==> src/rtl/fifo_param.sv <==
// Parametrised single-clock FIFO with first-word-fall-through read port, fill count, almost flags and sticky errors.
// Latency: a write at edge N is visible on read_data after N; when empty, a simultaneous read/write bypasses in 0 cycles.
// Backpressure: none; a request is accepted or dropped in the same cycle and a drop raises overflow/underflow.
module fifo_param #(
    parameter int DATA_WIDTH = 8,
    parameter int DEPTH      = 8,
    parameter int AF_LEVEL   = 6,
    parameter int AE_LEVEL   = 2,
    localparam int ADDR_WIDTH = $clog2(DEPTH)
) (
    input  logic                  clk,
    input  logic                  rst,
    input  logic                  flush,
    input  logic                  clear_err,
    input  logic                  write_en,
    input  logic [DATA_WIDTH-1:0] write_data,
    input  logic                  read_en,
    output logic [DATA_WIDTH-1:0] read_data,
    output logic                  full,
    output logic                  empty,
    output logic                  almost_full,
    output logic                  almost_empty,
    output logic [ADDR_WIDTH:0]   count,
    output logic                  overflow,
    output logic                  underflow
);

    localparam logic [ADDR_WIDTH:0] AF_THRESH = (ADDR_WIDTH+1)'(AF_LEVEL);
    localparam logic [ADDR_WIDTH:0] AE_THRESH = (ADDR_WIDTH+1)'(AE_LEVEL);
    localparam logic [ADDR_WIDTH:0] PTR_ONE   = (ADDR_WIDTH+1)'(1);

    logic [DATA_WIDTH-1:0] mem_q [DEPTH];

    logic [ADDR_WIDTH:0]   wr_ptr_q, wr_ptr_d;
    logic [ADDR_WIDTH:0]   rd_ptr_q, rd_ptr_d;
    logic                  overflow_q, overflow_d;
    logic                  underflow_q, underflow_d;

    logic                  wr_accept;
    logic                  rd_accept;
    logic                  wr_fire;
    logic                  rd_fire;
    logic                  bypass;
    logic [ADDR_WIDTH-1:0] wr_addr;
    logic [ADDR_WIDTH-1:0] rd_addr;

    assign wr_addr = wr_ptr_q[ADDR_WIDTH-1:0];
    assign rd_addr = rd_ptr_q[ADDR_WIDTH-1:0];

    // Status is derived purely from the registered pointers.
    assign count        = wr_ptr_q - rd_ptr_q;
    assign empty        = (wr_ptr_q == rd_ptr_q);
    assign full         = (wr_ptr_q[ADDR_WIDTH] != rd_ptr_q[ADDR_WIDTH]) && (wr_addr == rd_addr);
    assign almost_full  = (count >= AF_THRESH);
    assign almost_empty = (count <= AE_THRESH);
    assign overflow     = overflow_q;
    assign underflow    = underflow_q;

    // A read frees a slot for a write when full, and a write feeds a read when empty.
    assign wr_accept = write_en && (!full || read_en);
    assign rd_accept = read_en && (!empty || write_en);
    assign wr_fire   = wr_accept && !flush;
    assign rd_fire   = rd_accept && !flush;
    assign bypass    = empty && write_en && read_en;

    always_comb begin
        read_data = '0;
        if (bypass) begin
            read_data = write_data;
        end else if (!empty) begin
            read_data = mem_q[rd_addr];
        end
    end

    always_comb begin
        wr_ptr_d    = wr_ptr_q;
        rd_ptr_d    = rd_ptr_q;
        overflow_d  = overflow_q;
        underflow_d = underflow_q;

        if (flush) begin
            wr_ptr_d = '0;
            rd_ptr_d = '0;
        end else begin
            if (wr_fire) begin
                wr_ptr_d = wr_ptr_q + PTR_ONE;
            end
            if (rd_fire) begin
                rd_ptr_d = rd_ptr_q + PTR_ONE;
            end
        end

        if (clear_err) begin
            overflow_d  = 1'b0;
            underflow_d = 1'b0;
        end
        // Error events override a coincident clear; flush suppresses them.
        if (!flush && write_en && !wr_accept) begin
            overflow_d = 1'b1;
        end
        if (!flush && read_en && !rd_accept) begin
            underflow_d = 1'b1;
        end
    end

    always_ff @(posedge clk) begin
        if (rst) begin
            wr_ptr_q    <= '0;
            rd_ptr_q    <= '0;
            overflow_q  <= 1'b0;
            underflow_q <= 1'b0;
        end else begin
            wr_ptr_q    <= wr_ptr_d;
            rd_ptr_q    <= rd_ptr_d;
            overflow_q  <= overflow_d;
            underflow_q <= underflow_d;
        end
    end

    // Storage carries no reset; the zero-when-empty read rule masks stale words.
    always_ff @(posedge clk) begin
        if (!rst && wr_fire) begin
            mem_q[wr_addr] <= write_data;
        end
    end

endmodule

==> config.mk <==
export PLATFORM = sky130hd
export DESIGN_NAME = fifo_param
export DESIGN_NICKNAME = d
export VERILOG_FILES = /design/src/rtl/fifo_param.sv
export SDC_FILE = /design/constraint.sdc
export NUM_CORES = 1
export LEC_CHECK = 0
export CORE_MARGIN = 4
export CORE_UTILIZATION = 35
export CTS_CLUSTER_DIAMETER = 50
export DETAILED_ROUTE_END_ITERATION = 12
export GPL_ROUTABILITY_DRIVEN = 0
export RECOVER_POWER = 50
export SKIP_CTS_REPAIR_TIMING = 1
export SLEW_MARGIN = 10
export SYNTH_ARGS = -nofsm -noshare
export SYNTH_HDL_FRONTEND = slang
export SYNTH_SLANG_ARGS = --single-unit
==> constraint.sdc <==
create_clock -name clk -period 5.24 [get_ports clk]
set_clock_uncertainty 0.05 [all_clocks]
set_input_delay 0.524 -clock clk [delete_from_list [all_inputs] [get_ports clk]]
set_output_delay 0.524 -clock clk [all_outputs]
set_load 0.01 [all_outputs]
==> Word-level counts from Yosys, hierarchy flattened <==
Memory sizes are Yosys's and may differ from the RTL's. A register that Yosys moved wholly into a read port is not among the register bits.
Cells that the tools add are included.
{ "word_totals": {"ff_bits": 10, "ram_bits": 64, "input_bits": 14, "output_inout_bits": 18, "wordCells": 45, "memories": 1} }
{ "classes": {"addsub": 3, "n_lt_le_gt_ge": 2, "eq_ne": 3, "n_mux": 9, "n_reduce_logical": 23} }
{ "memory_table": {"columns": ["memory", "depth", "word_bits", "read_ports", "rd_clocked_by_memory_dff", "wr", "line_no", "text"], "rows": [
  ["mem_q", 8, 8, 1, 1, 1, "32", "logic [DATA_WIDTH-1:0] mem_q [DEPTH];"]
]} }
{ "ops": {"columns": ["op", "count"], "rows": [
  ["$mux 8", 2],
  ["$logic_and 1x1->1", 12],
  ["$add 4x1->4 const B", 2],
  ["$logic_not 1->1", 6],
  ["$mux 3", 2],
  ["$mux 1", 5],
  ["$eq 4x4->1", 1],
  ["$ge 4x3->1 const B", 1],
  ["$le 4x2->1 const B", 1],
  ["$reduce_bool 2->1", 2],
  ["$sub 4x4->4", 1],
  ["$eq 3x3->1", 1],
  ["$logic_or 1x1->1", 2],
  ["$reduce_or 2->1", 1],
  ["$ne 1x1->1", 1]
]} }

==> Depth between registers and ports, before layout <==
{ "logic_depth": {"depth_word": 9, "depth_mapped": 9} }

==> Least setup slack after synthesis <==
Ideal clock, no wire load.
{ "synth_path": {"path_kind": "register to register", "start": "register wr_ptr_q[0]", "end": "memory mem_q[0][0] (enable)", "setup_ps": 395, "arrival_ps": 2309, "required_ps": 4795, "path_slack_ps": 2487, "stages_incl_launch_ff": 8, "synth_period_minus_slack_ps": 2753, "path_cell_list": "dfxtp_1 clkbuf_1 inv_1 ha_1 nand3_1 or3_1 nand2_1 nor4_1"} }
{ "synth_between": {"elab_chain_len": 9} }
{ "synth_lines": {"columns": ["element", "line_no", "text"], "rows": [
  ["start: declaration", "34", "logic [ADDR_WIDTH:0] wr_ptr_q, wr_ptr_d;"],
  ["start signal: assignment", "113", "wr_ptr_q <= wr_ptr_d;"],
  ["$eq 3x3->1", "53", "assign full = (wr_ptr_q[ADDR_WIDTH] != rd_ptr_q[ADDR_WIDTH]) && (wr_addr == rd_addr);"],
  ["$logic_and 1x1->1", "53", null],
  ["$logic_not 1->1", "60", "assign wr_accept = write_en && (!full || read_en);"],
  ["$logic_or 1x1->1", "60", null],
  ["$logic_and 1x1->1", "60", null],
  ["$logic_and 1x1->1", "62", "assign wr_fire = wr_accept && !flush;"],
  ["$logic_and 1x1->1", "122", "if (!rst && wr_fire) begin"],
  ["$mux 1", "122", null],
  ["$mux 1 (implied by the code)", "123", "mem_q[wr_addr] <= write_data;"],
  ["end: declaration", "32", null]
]} }
Several ways; a longest one is shown, not always the timed one.

==> Worst setup path in the final report <==
{ "layout_path": {"start": "register wr_ptr_q[0]", "end": "output read_data[4]"} }
{ "layout_between": {"elab_chain_len": 4, "word_cells_on_any_way": 5, "cone_classes": "eq/ne (1); mux (2); reduce/logical (2)"} }
{ "layout_lines": {"columns": ["element", "line_no", "text"], "rows": [
  ["$eq 4x4->1 *", "52", "assign empty = (wr_ptr_q == rd_ptr_q);"],
  ["$logic_and 1x1->1 (2 in series)", "64", "assign bypass = empty && write_en && read_en;"],
  ["$mux 8 *", "68", "if (bypass) begin"],
  ["end: declaration", "18", "output logic [DATA_WIDTH-1:0] read_data,"]
]} }
Mark *: on every way between the ends. The rest lies on a longest branch, timed or not.

==> flow_summary.yaml <==
drt:
  vias_per_cell: 4.94
  wirelength_um: 6760
  dr.pass1.iters: 4
  postRouteAntennaNets: 0
  wl_met1_um: 3090
  post_drt_wl_per_cell_um: 16.3
  topRoutingLayerUsed: "met4"
  wl_met3_um: 352
  drt_iter0_drc: 99
  via_count: 2055
  drc: 0
  met2_length_um: 3240
clocking:
  cts_tree: "yes"
  cts_buffer_depth: 2
  htree_levels: 3
  cts_root_buf: "clkbuf_8"
  cts_num_sinks: 77
  cts_buffers: 9
  clock_latency_ps: 340
  clk_pin_slew_ps: 70
critical_path:
  reg2reg_depth: 7
  r2r-end: "mem_q[0][7]"
  slowest_delay_ps: 600
  startpoint_type: "register"
  reg2reg_slack_ps: 2380
  worstPathRequired_ps: 4670
  arrival_ps: 2920
  critPathMaxFanout: 17
  crit_chain: "inv_1, ha_1, nand3_1, or2_2, o21ai_0, clkdlybuf4s50_1"
  r2r_start: "wr_ptr_q[0]"
  crit_type: "reg -> out"
  worstSetupEndpointType: "primary output"
  crit_slowest_cell: "clkdlybuf4s50_1"
finish:
  finalNonFillerCells: 416
  diodes: 0
  area_growth_pct: 19.2
  finalInstanceArea_um2: 3980
  fill_cells: 880
  final_common_cell: "edfxtp_1"
  fin_nets: 303
  layout_common_cells: "64 x edfxtp_1, 32 x mux2i_1, 21 x clkdlybuf4s50_1"
  layout-drive-gt1-share_pct: 10.1
logic_synthesis:
  netlist_instances: 251
  synth_area_um2: 3340
  synth_top_area_cell: "edfxtp_1"
  yosys.cell_types.count: 35
  ys_warn_count: 0
  avgSynthCellArea_um2: 13.3
  synthArstFlopShare_pct: 0
  yosys-top-cells-area: "edfxtp_1 58%, mux2i_1 9.6%, dfxtp_1 7.8%"
  synth_edf_count: 64
  synth_top_area_share_pct: 57.5
  ys_seq_area_share_pct: 65.3
  ys_ff_latch: 77
  syn_nets: 271
  ys.flop_type: "edfxtp_1"
floorplan:
  fp-row-count: 35
  die_height_um: 106
  ioPinCount: 32
  design.die.area_um2: 11200
  dieWidth_um: 106
  initial_core_util_pct: 36.0
  coreArea_um2: 9280
timing:
  worst_slew_pin_slew_ps: 1020
  rsz0062_at_grt: "false"
  slew_headroom_pct: 32.1
  finalSetupViolCount: 0
  fmax_ghz: 0.287
  timing.final.crit_share_pct: 66.6
  hold_viol_final: 0
  slew_viol_final: 0
  tns_ps: 0
  finalWorstPathRequiredPeriod_ps: 3490
job:
  cap_violations: 0
power:
  power.total_mw: 1.17
  cellPowerDensity_nw_per_um2: 293
  leakage_nw: 1.26
  ir_drop_v: 0.000130
global_routing:
  grt_pass1_wl_um: 11100
  antenna_found_initial: 0
  grt_max_degree: 33
  first_global_vias: 2057
  grt_usage_pct: 12.8
  grt_overflow: 0
min_path:
  hold_class: "reg -> reg"
  hold_depth: 2
  hold_path_end: "wr_ptr_q[3]"
  hold_start: "wr_ptr_q[3]"
place:
  hpwl_um: 4500
  place_inst: 401
  post_dp_cell_area_um2: 3800
  portBuffers: 31
outcome:
  status: "completed"
stage by stage:
| step | utilization, % | hold slack [ps] | setup slack [ps] |
|---|---|---|---|
| 2_1_floorplan | - | 456 | 2490 |
| 5_1_grt | 42.9 | 531 | 1570 |
| 6_report | 42.9 | 496 | 1750 |
| 3_5_place_dp | 40.9 | 494 | 2100 |
| 4_1_cts | 42.9 | 505 | 1730 |
| 3_3_place_gp | 40.9 | 481 | 2160 |
flip-flops by register name, summed over array words and instances, names as in the netlist, named ones only:
name,cells
rd_ptr_q,4
overflow,1
mem_q,64
wr_ptr_q,4
underflow,1
logic make-up (layout without fill, tap and decap cells):
group                      Yosys count  count (layout)  synth area share, %
AOI/OAI and AO/OA                   40              40                 7.87
xor gates and xnor gates             7               7                 2.06
adders and majority gates            6               6                 2.47
buffers and inverters               22              58                 2.88
DFF                                 77              77                 65.3
muxes                               32              32                 9.59
and+or+nand+nor                     67              67                 9.81
final cells by class:
cell class	instances	area, um^2	area share, %
inverters	8	30.0	0.754
clock buffers	9	124	3.11
well taps	129	161	4.05
repair buffers	35	340	8.55
flip-flops and latches	77	2180	54.8
multi-input cells	152	1080	27.1
clock inverters	6	62.6	1.57
worst max-delay path, delay by kind of cell (launching register included):
| family | cells | cell delay, ps |
|---|---|---|
| DFF | 1 | 500 |
| adders and majority gates | 1 | 310 |
| buffers and inverters | 2 | 720 |
| and+or+nand+nor | 2 | 740 |
| AOI/OAI and AO/OA | 1 | 300 |
power by group:
| group | internal (mW) | total (mW) | switching (mW) |
|---|---|---|---|
| Combinational | 0.0338 | 0.0707 | 0.0369 |
| Sequential | 0.665 | 0.670 | 0.00531 |
| Clock | 0.217 | 0.426 | 0.208 |
metal layers:
metal  up-vias  GRT usage (%)
li1        999              -
met1      1000           17.9
met2        46           19.9
met3        10           3.37
met4         0           3.61
met5         -              0
how the worst max path moves through the flow:
stage / slack, ps / cells past startpoint / endpoint / startpoint
final: 1750 / 6 / read_data[4] / wr_ptr_q[0]
after global routing: 1570 / 6 / read_data[3] / wr_ptr_q[0]
after CTS: 1730 / 6 / read_data[4] / wr_ptr_q[0]
after detailed placement: 2100 / 6 / read_data[4] / wr_ptr_q[0]
after global placement: 2160 / 6 / read_data[4] / wr_ptr_q[0]
after floorplan: 2490 / 7 / mem_q[0][0] / wr_ptr_q[0]
synthesized netlist by cell type (2+ instances only):
cell type   n
mux2i_1    32
nor2_1     13
or2_2       2
ha_1        5
a22oi_1    16
buf_4       2
nor2b_1     6
and2_1      2
o21ai_0    11
a21oi_1     6
xor2_1      2
nor3_1      6
buf_2       5
inv_1       8
nand3_1    15
dfxtp_1    13
xnor2_1     4
o311ai_0    2
edfxtp_1   64
buf_1       5
clkbuf_1    2
nand2_1    15
nor4_1      2
or3_1       2
(Power assumes the default switching activity.)
